$ cat src/rtl/mem_port_arbiter.sv
// -----------------------------------------------------------------------------
// mem_port_arbiter : core/loader arbiter for the shared instruction/data memory
// Rev 1.0
// -----------------------------------------------------------------------------
`default_nettype none

module mem_port_arbiter #(
   parameter int AW      = 32,
   parameter int DW      = 32,
   parameter int MAXWAIT = 8,
   parameter int MAXLOCK = 16
) (
   input  logic          clk,
   input  logic          reset,

   input  logic          c_req,
   input  logic          c_we,
   input  logic [AW-1:0] c_addr,
   input  logic [DW-1:0] c_wdata,
   output logic          c_gnt,
   output logic          c_stall,
   output logic          c_rvalid,
   output logic [DW-1:0] c_rdata,

   input  logic          l_req,
   input  logic          l_we,
   input  logic [AW-1:0] l_addr,
   input  logic [DW-1:0] l_wdata,
   input  logic          l_lock,
   output logic          l_gnt,
   output logic          l_rvalid,
   output logic [DW-1:0] l_rdata,

   output logic          mem_we,
   output logic [AW-1:0] mem_addr,
   output logic [DW-1:0] mem_wdata,
   input  logic [DW-1:0] mem_rdata,

   output logic [1:0]    owner,
   output logic          lock_timeout
);

   localparam int WW = $clog2(MAXWAIT + 1);
   localparam int LW = $clog2(MAXLOCK + 1);

   localparam logic [WW-1:0] C_WMAX  = WW'(MAXWAIT);
   localparam logic [WW-1:0] C_WONE  = WW'(1);
   localparam logic [LW-1:0] C_LLAST = LW'(MAXLOCK - 1);
   localparam logic [LW-1:0] C_LONE  = LW'(1);

   typedef enum logic [1:0] {
      ARB     = 2'd0,
      LOCK    = 2'd1,
      INHIBIT = 2'd2
   } state_t;

   state_t        state_q, state_d;
   logic [WW-1:0] wcnt_q, wcnt_d;
   logic [LW-1:0] lcnt_q, lcnt_d;
   logic          lock_timeout_q, lock_timeout_d;
   logic          c_rvalid_q, c_rvalid_d;
   logic          l_rvalid_q, l_rvalid_d;
   logic [DW-1:0] c_rdata_q, c_rdata_d;
   logic [DW-1:0] l_rdata_q, l_rdata_d;

   // Grants are forced low while reset is asserted so no access leaks out.
   always_comb begin
      c_gnt = 1'b0;
      l_gnt = 1'b0;
      if (!reset) begin
         if (state_q == LOCK) begin
            l_gnt = l_req;
         end else if (l_req && (!c_req || wcnt_q == C_WMAX)) begin
            l_gnt = 1'b1;
         end else begin
            c_gnt = c_req;
         end
      end
   end

   always_comb begin
      mem_we    = 1'b0;
      mem_addr  = '0;
      mem_wdata = '0;
      if (c_gnt) begin
         mem_we    = c_we;
         mem_addr  = c_addr;
         mem_wdata = c_wdata;
      end else if (l_gnt) begin
         mem_we    = l_we;
         mem_addr  = l_addr;
         mem_wdata = l_wdata;
      end
   end

   assign owner        = {l_gnt, c_gnt};
   assign c_stall      = c_req & ~c_gnt & ~reset;
   assign c_rvalid     = c_rvalid_q;
   assign c_rdata      = c_rdata_q;
   assign l_rvalid     = l_rvalid_q;
   assign l_rdata      = l_rdata_q;
   assign lock_timeout = lock_timeout_q;

   always_comb begin
      state_d        = state_q;
      lcnt_d         = lcnt_q;
      lock_timeout_d = lock_timeout_q;

      if (l_req && !l_gnt) begin
         wcnt_d = (wcnt_q == C_WMAX) ? wcnt_q : wcnt_q + C_WONE;
      end else begin
         wcnt_d = '0;
      end

      case (state_q)
         ARB: begin
            if (l_gnt && l_lock) begin
               state_d = LOCK;
               lcnt_d  = '0;
            end
         end
         LOCK: begin
            lcnt_d = lcnt_q + C_LONE;
            if (!l_lock) begin
               state_d = ARB;
            end else if (lcnt_q == C_LLAST) begin
               state_d        = INHIBIT;
               lock_timeout_d = 1'b1;
            end
         end
         INHIBIT: begin
            if (!l_lock) begin
               state_d = ARB;
            end
         end
         default: begin
            state_d = ARB;
         end
      endcase

      c_rvalid_d = c_gnt & ~c_we;
      l_rvalid_d = l_gnt & ~l_we;
      c_rdata_d  = c_rvalid_d ? mem_rdata : c_rdata_q;
      l_rdata_d  = l_rvalid_d ? mem_rdata : l_rdata_q;
   end

   always_ff @(posedge clk or posedge reset) begin
      if (reset) begin
         state_q        <= ARB;
         wcnt_q         <= '0;
         lcnt_q         <= '0;
         lock_timeout_q <= 1'b0;
         c_rvalid_q     <= 1'b0;
         l_rvalid_q     <= 1'b0;
         c_rdata_q      <= '0;
         l_rdata_q      <= '0;
      end else begin
         state_q        <= state_d;
         wcnt_q         <= wcnt_d;
         lcnt_q         <= lcnt_d;
         lock_timeout_q <= lock_timeout_d;
         c_rvalid_q     <= c_rvalid_d;
         l_rvalid_q     <= l_rvalid_d;
         c_rdata_q      <= c_rdata_d;
         l_rdata_q      <= l_rdata_d;
      end
   end

endmodule

`default_nettype wire

$ cat config.mk
export PLATFORM = sky130hd
export DESIGN_NAME = mem_port_arbiter
export DESIGN_NICKNAME = d
export VERILOG_FILES = /design/src/rtl/mem_port_arbiter.sv
export SDC_FILE = /design/constraint.sdc
export NUM_CORES = 1
export LEC_CHECK = 0
export CAP_MARGIN = 0
export CORE_ASPECT_RATIO = 1.75
export CORE_MARGIN = 8
export CORE_UTILIZATION = 35
export CTS_BUF_LIST = sky130_fd_sc_hd__clkbuf_8
export CTS_CLUSTER_SIZE = 8
export DETAILED_ROUTE_END_ITERATION = 6
export GPL_ROUTABILITY_DRIVEN = 0
export PLACE_DENSITY = 0.89
export SLEW_MARGIN = 20
export SYNTH_ARGS = -nofsm -noshare
export SYNTH_HDL_FRONTEND = slang
export SYNTH_SLANG_ARGS = --single-unit
$ cat constraint.sdc
create_clock -name clk -period 3.35 [get_ports clk]
set_input_delay 0.8375 -clock clk [delete_from_list [all_inputs] [get_ports clk]]
set_output_delay 0.8375 -clock clk [all_outputs]
set_load 0.05 [all_outputs]
==> results of run 1 <==
## final cells by class
class	instances	share of cell area (%)
clock inverter	7	0.671
inverter	4	0.183
multi-input combinational	185	23.0
sequential	78	23.8
clock buffer	9	1.51
antenna	1	0.0305
timing repair buffer	326	48.8
tap	132	2.01
## how the worst max path moves through the flow
| stage | from | end | slack (ns) | depth (start not counted) |
|---|---|---|---|---|
| 5_1_grt | c_req | mem_wdata[22] | 0.02 | 7 |
| 3_3_place_gp | l_req | mem_wdata[12] | 0.03 | 6 |
| 3_5_place_dp | l_req | mem_wdata[14] | -0.07 | 6 |
| 6_report | c_req | mem_wdata[26] | 0.07 | 7 |
| 2_1_floorplan | reset | mem_addr[10] | 0.04 | 4 |
| 4_1_cts | l_req | mem_addr[5] | -0.02 | 6 |
## registers in the layout (all words and copies together), names as in the netlist
register      flops
lcnt_q            5
lock_timeout      1
wcnt_q            4
state_q           2
c_rvalid          1
l_rdata          32
l_rvalid          1
c_rdata          32
## metal layers
metal,wire length (um),up-vias,GRT usage (%)
li1,-,1724,-
met1,7340,1920,27.7
met2,10000,254,43.7
met3,2600,28,13.8
met4,463,4,8.40
met5,23,-,0
## metrics by stage
stage / setup TNS [ns] / cells / worst slack (ns)
2_1_floorplan: 0 / 291 / 0.0400
3_3_place_gp: 0 / 724 / 0.0257
3_5_place_dp: -0.951 / 724 / -0.0656
4_1_cts: -0.104 / 740 / -0.0200
5_1_grt: 0 / 742 / 0.0226
6_report: 0 / 742 / 0.0694
## report_power, final
group / switching (W) / internal, W
clock: 0.000387 / 0.000277
sequential: 0.000129 / 0.00114
combinational: 0.00125 / 0.000948
## placed cells by master (no fill, tap or decap), types with 5 or more instances in the layout
cell             netlist  routed
buf_4                  7      15
mux2_4                29      29
buf_12                 0      77
nor2b_1                5       5
mux2_2                31      31
dfrtp_1               78      78
clkbuf_8               0       9
clkdlybuf4s50_1        0     231
nand2_1                6       6
a22o_1                65      63
## logic make-up after synthesis
group,Yosys count,synth area share (%)
simple gates,33,5.96
xor+xnor,3,0.659
compound gates,79,17.2
mux,66,21.3
flops,78,48.9
buf+inv,28,4.71
fa+ha+maj,4,1.26
## repair_timing
action,CTS,global route
setup buffers,0,1
endpoints found under the hold margin,0,0
hold buffers,0,0
gates resized for setup,2,5
endpoints found under the setup margin,38,65
==> results.cfg, run 1 <==
[outcome]
status = finished, final reports clean

[synthesis]
primary_ff_master_synth = dfrtp_1
post_synth_num_cell_types = 40
combined_area_of_all_synthesized_cells_um2 = 3990
yosys_register_bits = 78
share_of_the_synthesized_area_in_the_top_cell_type_pct = 48.9
synth_area_leaders = dfrtp_1 49%, a22o_1 14%, mux2_4 11%
syn_inst = 291
synth-seq-area-share_pct = 48.9
synth_area_leader_cell = dfrtp_1
async_flop_share_pct = 100
syn_avg_cell_area_um2 = 13.7
mappedNetlistNets = 462
yosys-top-cells-count = 78 x dfrtp_1, 65 x a22o_1, 31 x mux2_2
synth_most_common_cell = dfrtp_1
count_of_flip_flops_with_a_built_in_enable_after_synthesis = 0
ys_warn_count = 0

[sta]
worst_clock_skew_ns = 0.0175
finalSetupViolCount = 0
rsz_0062_raised_after_global_routing = no
fmax_mhz = 305
final-hold-violation-count = 0
worst_pin_slew_ns = 0.613
portion_of_the_clock_cycle_consumed_by_the_worst_path_in_the_final_layout_pct = 97.9
post-route-min-period_ns = 3.28
hold_ws_ns = 0.488
slew_headroom_pct = 58.9
final_max_slew_viol_count = 0

[worst_hold_path]
min-delay-path-class = register to register
worst_hold_path_startpoint = lock_timeout
hold_end = lock_timeout
worstHoldPathCells = 1

[clock_network]
cts.path.max_buffers = 2
htreeDepth = 3
cts_root_buf = clkbuf_8
clkSinkCount = 78
insertion_delay_ns = 0.36
tritoncts = yes
tritoncts.num_buffers = 9
clk_pin_slew_ns = 0.08

[worst_setup_path]
cp_num_buf_inv = 4
timing.critical_path.slowest_cell_delay_ns = 0.55
timing.critical_path.max_delay_family = buffers and inverters
timing.reg2reg.worst_path_depth = 8
slowest_stage = clkdlybuf4s50_1
worst_r2r_startpoint = wcnt_q[0]
critPathCaptureType = output pin
setup_crit_path_kind = input port to output pin
crit_path_start_kind = input port
data_required_critical_path_ns = 2.51
timing.rr.end = c_rdata[28]
worst_ep_arrival_time_ns = 2.44
critical_path_cell_list = clkdlybuf4s50_1 > nand2b_4 > nor3_4 > buf_12 > buf_4 > a22o_1 > buf_12
reg2reg_slack_ns = 1.12
crit_fanout = 10
critical-path-top-cell-by-count = buf_12

[cells_and_area]
area_delta_synth_final_pct = 106
fill_cells = 685
area.sequential_um2 = 1950
design.final.nets = 775
design_area_um2 = 8210
layout-drive-gt1-share_pct = 29.7
multiInputGateArea_um2 = 1890
finish.utilization_pct = 73.9

[detailed_routing]
wl_per_cell_um = 27.5
drt-vias-per-instance = 5.30
route.detailed.drc = 0
drt_initial_violations = 217
final_antenna_net_count = 0
vias = 3930
wl_um = 20400
drt_pass1_iterations = 6

[global_routing]
overflow = 0
via_count_of_the_first_global_routing_pass = 4337
grt_util_all_layers_pct = 26.1
number_of_antenna_violations_at_the_first_check_in_global_routing = 3
largest_net_degree_at_the_start_of_global_routing = 46
grt_pass1_wl_um = 29600

[die]
row_count = 51
die-height_um = 157
die_area_um2 = 15200
chipWidth_um = 96.7
fp.coreArea_um2 = 11100
initial_core_util_pct = 35.9
ports_placed_on_the_boundary = 304

[power_and_ir_drop]
peakVddDrop_mv = 0.478
power.leakage_nw = 3.47
cellPowerDensity_nw_per_um2 = 503
power.total_w = 0.00413

[place]
place_area_um2 = 7980
placement.io_buffers = 303
hpwlAfterDp_um = 17000

[job]
drv_cap = 0
(Power assumes the default switching activity.)
==> run 2, diff against run 1 <==
--- a/config.mk
+++ b/config.mk
@@ -14,6 +14,7 @@
 export DETAILED_ROUTE_END_ITERATION = 6
 export GPL_ROUTABILITY_DRIVEN = 0
 export PLACE_DENSITY = 0.89
+export SKIP_CTS_REPAIR_TIMING = 1
 export SLEW_MARGIN = 20
 export SYNTH_ARGS = -nofsm -noshare
 export SYNTH_HDL_FRONTEND = slang
==> results.cfg, run 2 (synthesis gave the netlist of run 1 again) <==
[worst_setup_path]
worst_ep_arrival_time_ns = 2.44
crit_fanout = 21
worst_r2r_startpoint = wcnt_q[0]
critPathCaptureType = output pin
crit_end = mem_wdata[9]
timing.rr.end = c_rdata[28]
crit_path_start_kind = input port
critical_path_launch_point = c_req
setup_crit_path_kind = input port to output pin
data_required_critical_path_ns = 2.51
reg2reg_slack_ns = 1.10
timing.reg2reg.worst_path_depth = 8

[detailed_routing]
drt_pass1_iterations = 5
route.detailed.drc = 0
drt_initial_violations = 237
final_antenna_net_count = 0
wl_per_cell_um = 27.7
drt-vias-per-instance = 5.37
wl_um = 20700
vias = 4000

[sta]
final-hold-violation-count = 0
hold_ws_ns = 0.487
final_max_slew_viol_count = 0
worst_pin_slew_ns = 0.613
finalSetupViolCount = 0
fmax_mhz = 305
portion_of_the_clock_cycle_consumed_by_the_worst_path_in_the_final_layout_pct = 98.0
slew_headroom_pct = 58.8
worst_clock_skew_ns = 0.0182
rsz_0062_raised_after_global_routing = no
post-route-min-period_ns = 3.28

[clock_network]
clk_pin_slew_ns = 0.08
tritoncts.num_buffers = 9
clkSinkCount = 78
htreeDepth = 3
tritoncts = yes
insertion_delay_ns = 0.36
cts_root_buf = clkbuf_8
cts.path.max_buffers = 2

[die]
die-height_um = 157
row_count = 51
die_area_um2 = 15200
initial_core_util_pct = 35.9
fp.coreArea_um2 = 11100
ports_placed_on_the_boundary = 304
chipWidth_um = 96.7

[power_and_ir_drop]
peakVddDrop_mv = 0.482
p_clk_share_pct = 16.0
power.leakage_nw = 3.52
switching_share_pct = 42.6
intPower_w = 0.00237
power.total_w = 0.00414
seq_power_share_pct = 30.7
comb_power_share_pct = 53.3
total_switching_power_w = 0.00177
cellPowerDensity_nw_per_um2 = 500

[job]
drv_cap = 0

[global_routing]
overflow = 0
gr-usage-met1_pct = 27.5
via_count_of_the_first_global_routing_pass = 4343
global_route.peak_usage_layer = met2
grt.met3_usage_pct = 14.0
use_met2_pct = 43.8
number_of_antenna_violations_at_the_first_check_in_global_routing = 3
largest_net_degree_at_the_start_of_global_routing = 46
grt_pass1_wl_um = 29600
grt_util_all_layers_pct = 26.1

[cells_and_area]
layout-drive-gt1-share_pct = 30.7
layout_common_cells = 231 x clkdlybuf4s50_1, 78 x dfrtp_1, 77 x buf_12
design.final.nets = 778
area_delta_synth_final_pct = 108
layout_commonest_cell = clkdlybuf4s50_1

[place]
placement.io_buffers = 303
hpwlAfterDp_um = 17000

[outcome]
status = finished, final reports clean

[worst_hold_path]
min-delay-path-class = register to register
## run 2: critical path, stage by stage
cell	delay, ns
clkdlybuf4s50_1	0.55
nand2b_4	0.08
nor3_4	0.10
buf_4	0.17
buf_12	0.13
buf_12	0.16
a22o_1	0.25
buf_12	0.16
## run 2: worst min path at each step
stage	from	endpoint	cells past startpoint
floorplan	lcnt_q[4]	lcnt_q[4]	2
global placement	lock_timeout	lock_timeout	1
detailed placement	lock_timeout	lock_timeout	1
CTS	c_rdata[12]	c_rdata[12]	1
global route	lock_timeout	lock_timeout	1
finish	lock_timeout	lock_timeout	1
## run 2: power by group through the flow
stage,Clock [W],Combinational [W],Sequential (W)
5_1_grt,0.000716,0.00228,0.00130
2_1_floorplan,0,0.000569,0.00190
3_3_place_gp,0,0.00217,0.00127
3_5_place_dp,0,0.00220,0.00129
4_1_cts,0.000679,0.00221,0.00127
6_report,0.000662,0.00221,0.00127
## run 2: final cells by class
type | count | area, um^2
antenna | 1 | 2.50
clock buffer | 9 | 124
sequential | 78 | 1950
multi-input combinational | 185 | 1920
inverter | 4 | 15.0
timing repair buffer | 329 | 4050
clock inverter | 7 | 55.1
tap | 132 | 165
fill | 672 | 2820
## run 2: per-layer routing
layer / up-vias / share of wire, %
met5: - / 0.11
met4: 4 / 2.2
met3: 29 / 13
met2: 259 / 50
met1: 1975 / 35
li1: 1733 / -
## run 2: per-stage QoR
step                      setup TNS, ns  instance area [um^2]  util [%]  worst slack (ns)  cells
after floorplan                       0                  3990         -            0.0400    291
after global placement                0                  7980      71.9            0.0257    724
after detailed placement         -0.951                  7980      71.9           -0.0656    724
after CTS                         -1.13                  8160      73.5           -0.0629    740
after global routing                  0                  8280      74.6           0.00303    745
final                                 0                  8280      74.6            0.0680    745
==> run 3, diff against run 2 <==
==> constraint.sdc (replaced) <==
create_clock -name clk -period 3.55 [get_ports clk]
set_input_delay 0.8875 -clock clk [delete_from_list [all_inputs] [get_ports clk]]
set_output_delay 0.8875 -clock clk [all_outputs]
set_load 0.05 [all_outputs]
==> results.cfg, run 3 (synthesis gave the netlist of run 1 again) <==
[clock_network]
tritoncts.num_buffers = 9
tritoncts = yes
insertion_delay_ns = 0.34
cts_root_buf = clkbuf_8
clkSinkCount = 78
cts.path.max_buffers = 2
clk_pin_slew_ns = 0.08
htreeDepth = 3

[sta]
setup_slack_ns = 0.0172
worst_pin_slew_ns = 0.767
hold_ws_ns = 0.497
post-route-min-period_ns = 3.53
fmax_mhz = 283
finalSetupViolCount = 0
tns_ns = 0
final_max_slew_viol_count = 0
slew_headroom_pct = 48.8
portion_of_the_clock_cycle_consumed_by_the_worst_path_in_the_final_layout_pct = 99.5
rsz_0062_raised_after_global_routing = no
final-hold-violation-count = 0
worst_clock_skew_ns = 0.00981

[job]
drv_cap = 0

[place]
dp.cells = 716
place_worst_setup_slack_ns = 0.0675
hpwlAfterDp_um = 16500
placement.io_buffers = 303

[global_routing]
gr-usage-met1_pct = 27.5
grt_util_all_layers_pct = 25.7
use_met2_pct = 42.1
via_count_of_the_first_global_routing_pass = 4325
largest_net_degree_at_the_start_of_global_routing = 36
grt.met3_usage_pct = 13.6
overflow = 0
number_of_antenna_violations_at_the_first_check_in_global_routing = 3
grt_pass1_wl_um = 29400
global_route.peak_usage_layer = met2

[detailed_routing]
wl_um = 20100
drt_initial_violations = 150
final_antenna_net_count = 0
wl_per_cell_um = 27.4
vias = 3895
drt_pass1_iterations = 4
drt-vias-per-instance = 5.31
route.detailed.drc = 0

[cells_and_area]
final-instance-count-excl-fill = 733
layout_commonest_cell = clkdlybuf4s50_1
layout-drive-gt1-share_pct = 28.5
area_delta_synth_final_pct = 104
finish.utilization_pct = 73.4
layout_common_cells = 233 x clkdlybuf4s50_1, 78 x dfrtp_1, 76 x buf_12
design.final.nets = 766

[die]
ports_placed_on_the_boundary = 304
initial_core_util_pct = 35.9
row_count = 51
fp.coreArea_um2 = 11100
die_area_um2 = 15200
die-height_um = 157
chipWidth_um = 96.7

[worst_setup_path]
setup_crit_path_kind = input port to output pin
crit_fanout = 29
critPathCaptureType = output pin
worst_ep_arrival_time_ns = 2.65
crit_path_start_kind = input port
data_required_critical_path_ns = 2.66

[power_and_ir_drop]
power.leakage_nw = 3.43
cellPowerDensity_nw_per_um2 = 482
peakVddDrop_mv = 0.391

[worst_hold_path]
min-delay-path-class = register to register

[outcome]
status = finished, final reports clean
[run 3: final timing paths]
path	startpoint	endpoint	slack (ns)	depth (start not counted)
worst max register to register	wcnt_q[0]	c_rdata[8]	1.30	7
worst max-delay path	l_req	mem_wdata[4]	0.02	6
min in group asynchronous	reset	wcnt_q[2]	0.98	2
worst min-delay path	lock_timeout	lock_timeout	0.50	1
max in group asynchronous	reset	l_rdata[28]	1.87	3
worst min register to register	lock_timeout	lock_timeout	0.50	1
[run 3: metal layers]
| metal | vias up | part of all wire [%] |
|---|---|---|
| li1 | 1709 | - |
| met1 | 1895 | 36 |
| met2 | 253 | 49 |
| met3 | 34 | 13 |
| met4 | 4 | 2.7 |
| met5 | - | 0.11 |
[run 3: final cells by class]
cell class	count	area, um^2
diodes	1	2.50
clock buffers	10	138
clock inverters	6	61.3
fillers	734	2960
inverters	4	15.0
multi-input cells	185	1900
flip-flops and latches	78	1950
well taps	132	165
repair buffers	317	3910
[run 3: power breakdown]
group          total [W]  internal [W]  switching (W)
sequential       0.00120       0.00108       0.000120
clock           0.000670      0.000343       0.000327
combinational    0.00206      0.000887        0.00117
[run 3: worst max-delay path, cell delays in order]
cell and delay (ns):
clkdlybuf4s50_1 0.57, or2b_4 0.31, a31oi_4 0.24, buf_12 0.22, a22o_1 0.24, buf_12 0.16
[run 3: through the flow]
stage	total power, W	area, um^2
final	0.00392	8150
after global routing	0.00407	8150
after CTS	0.00396	8110
after detailed placement	0.00327	7910
after global placement	0.00323	7910
after floorplan	0.00233	3990
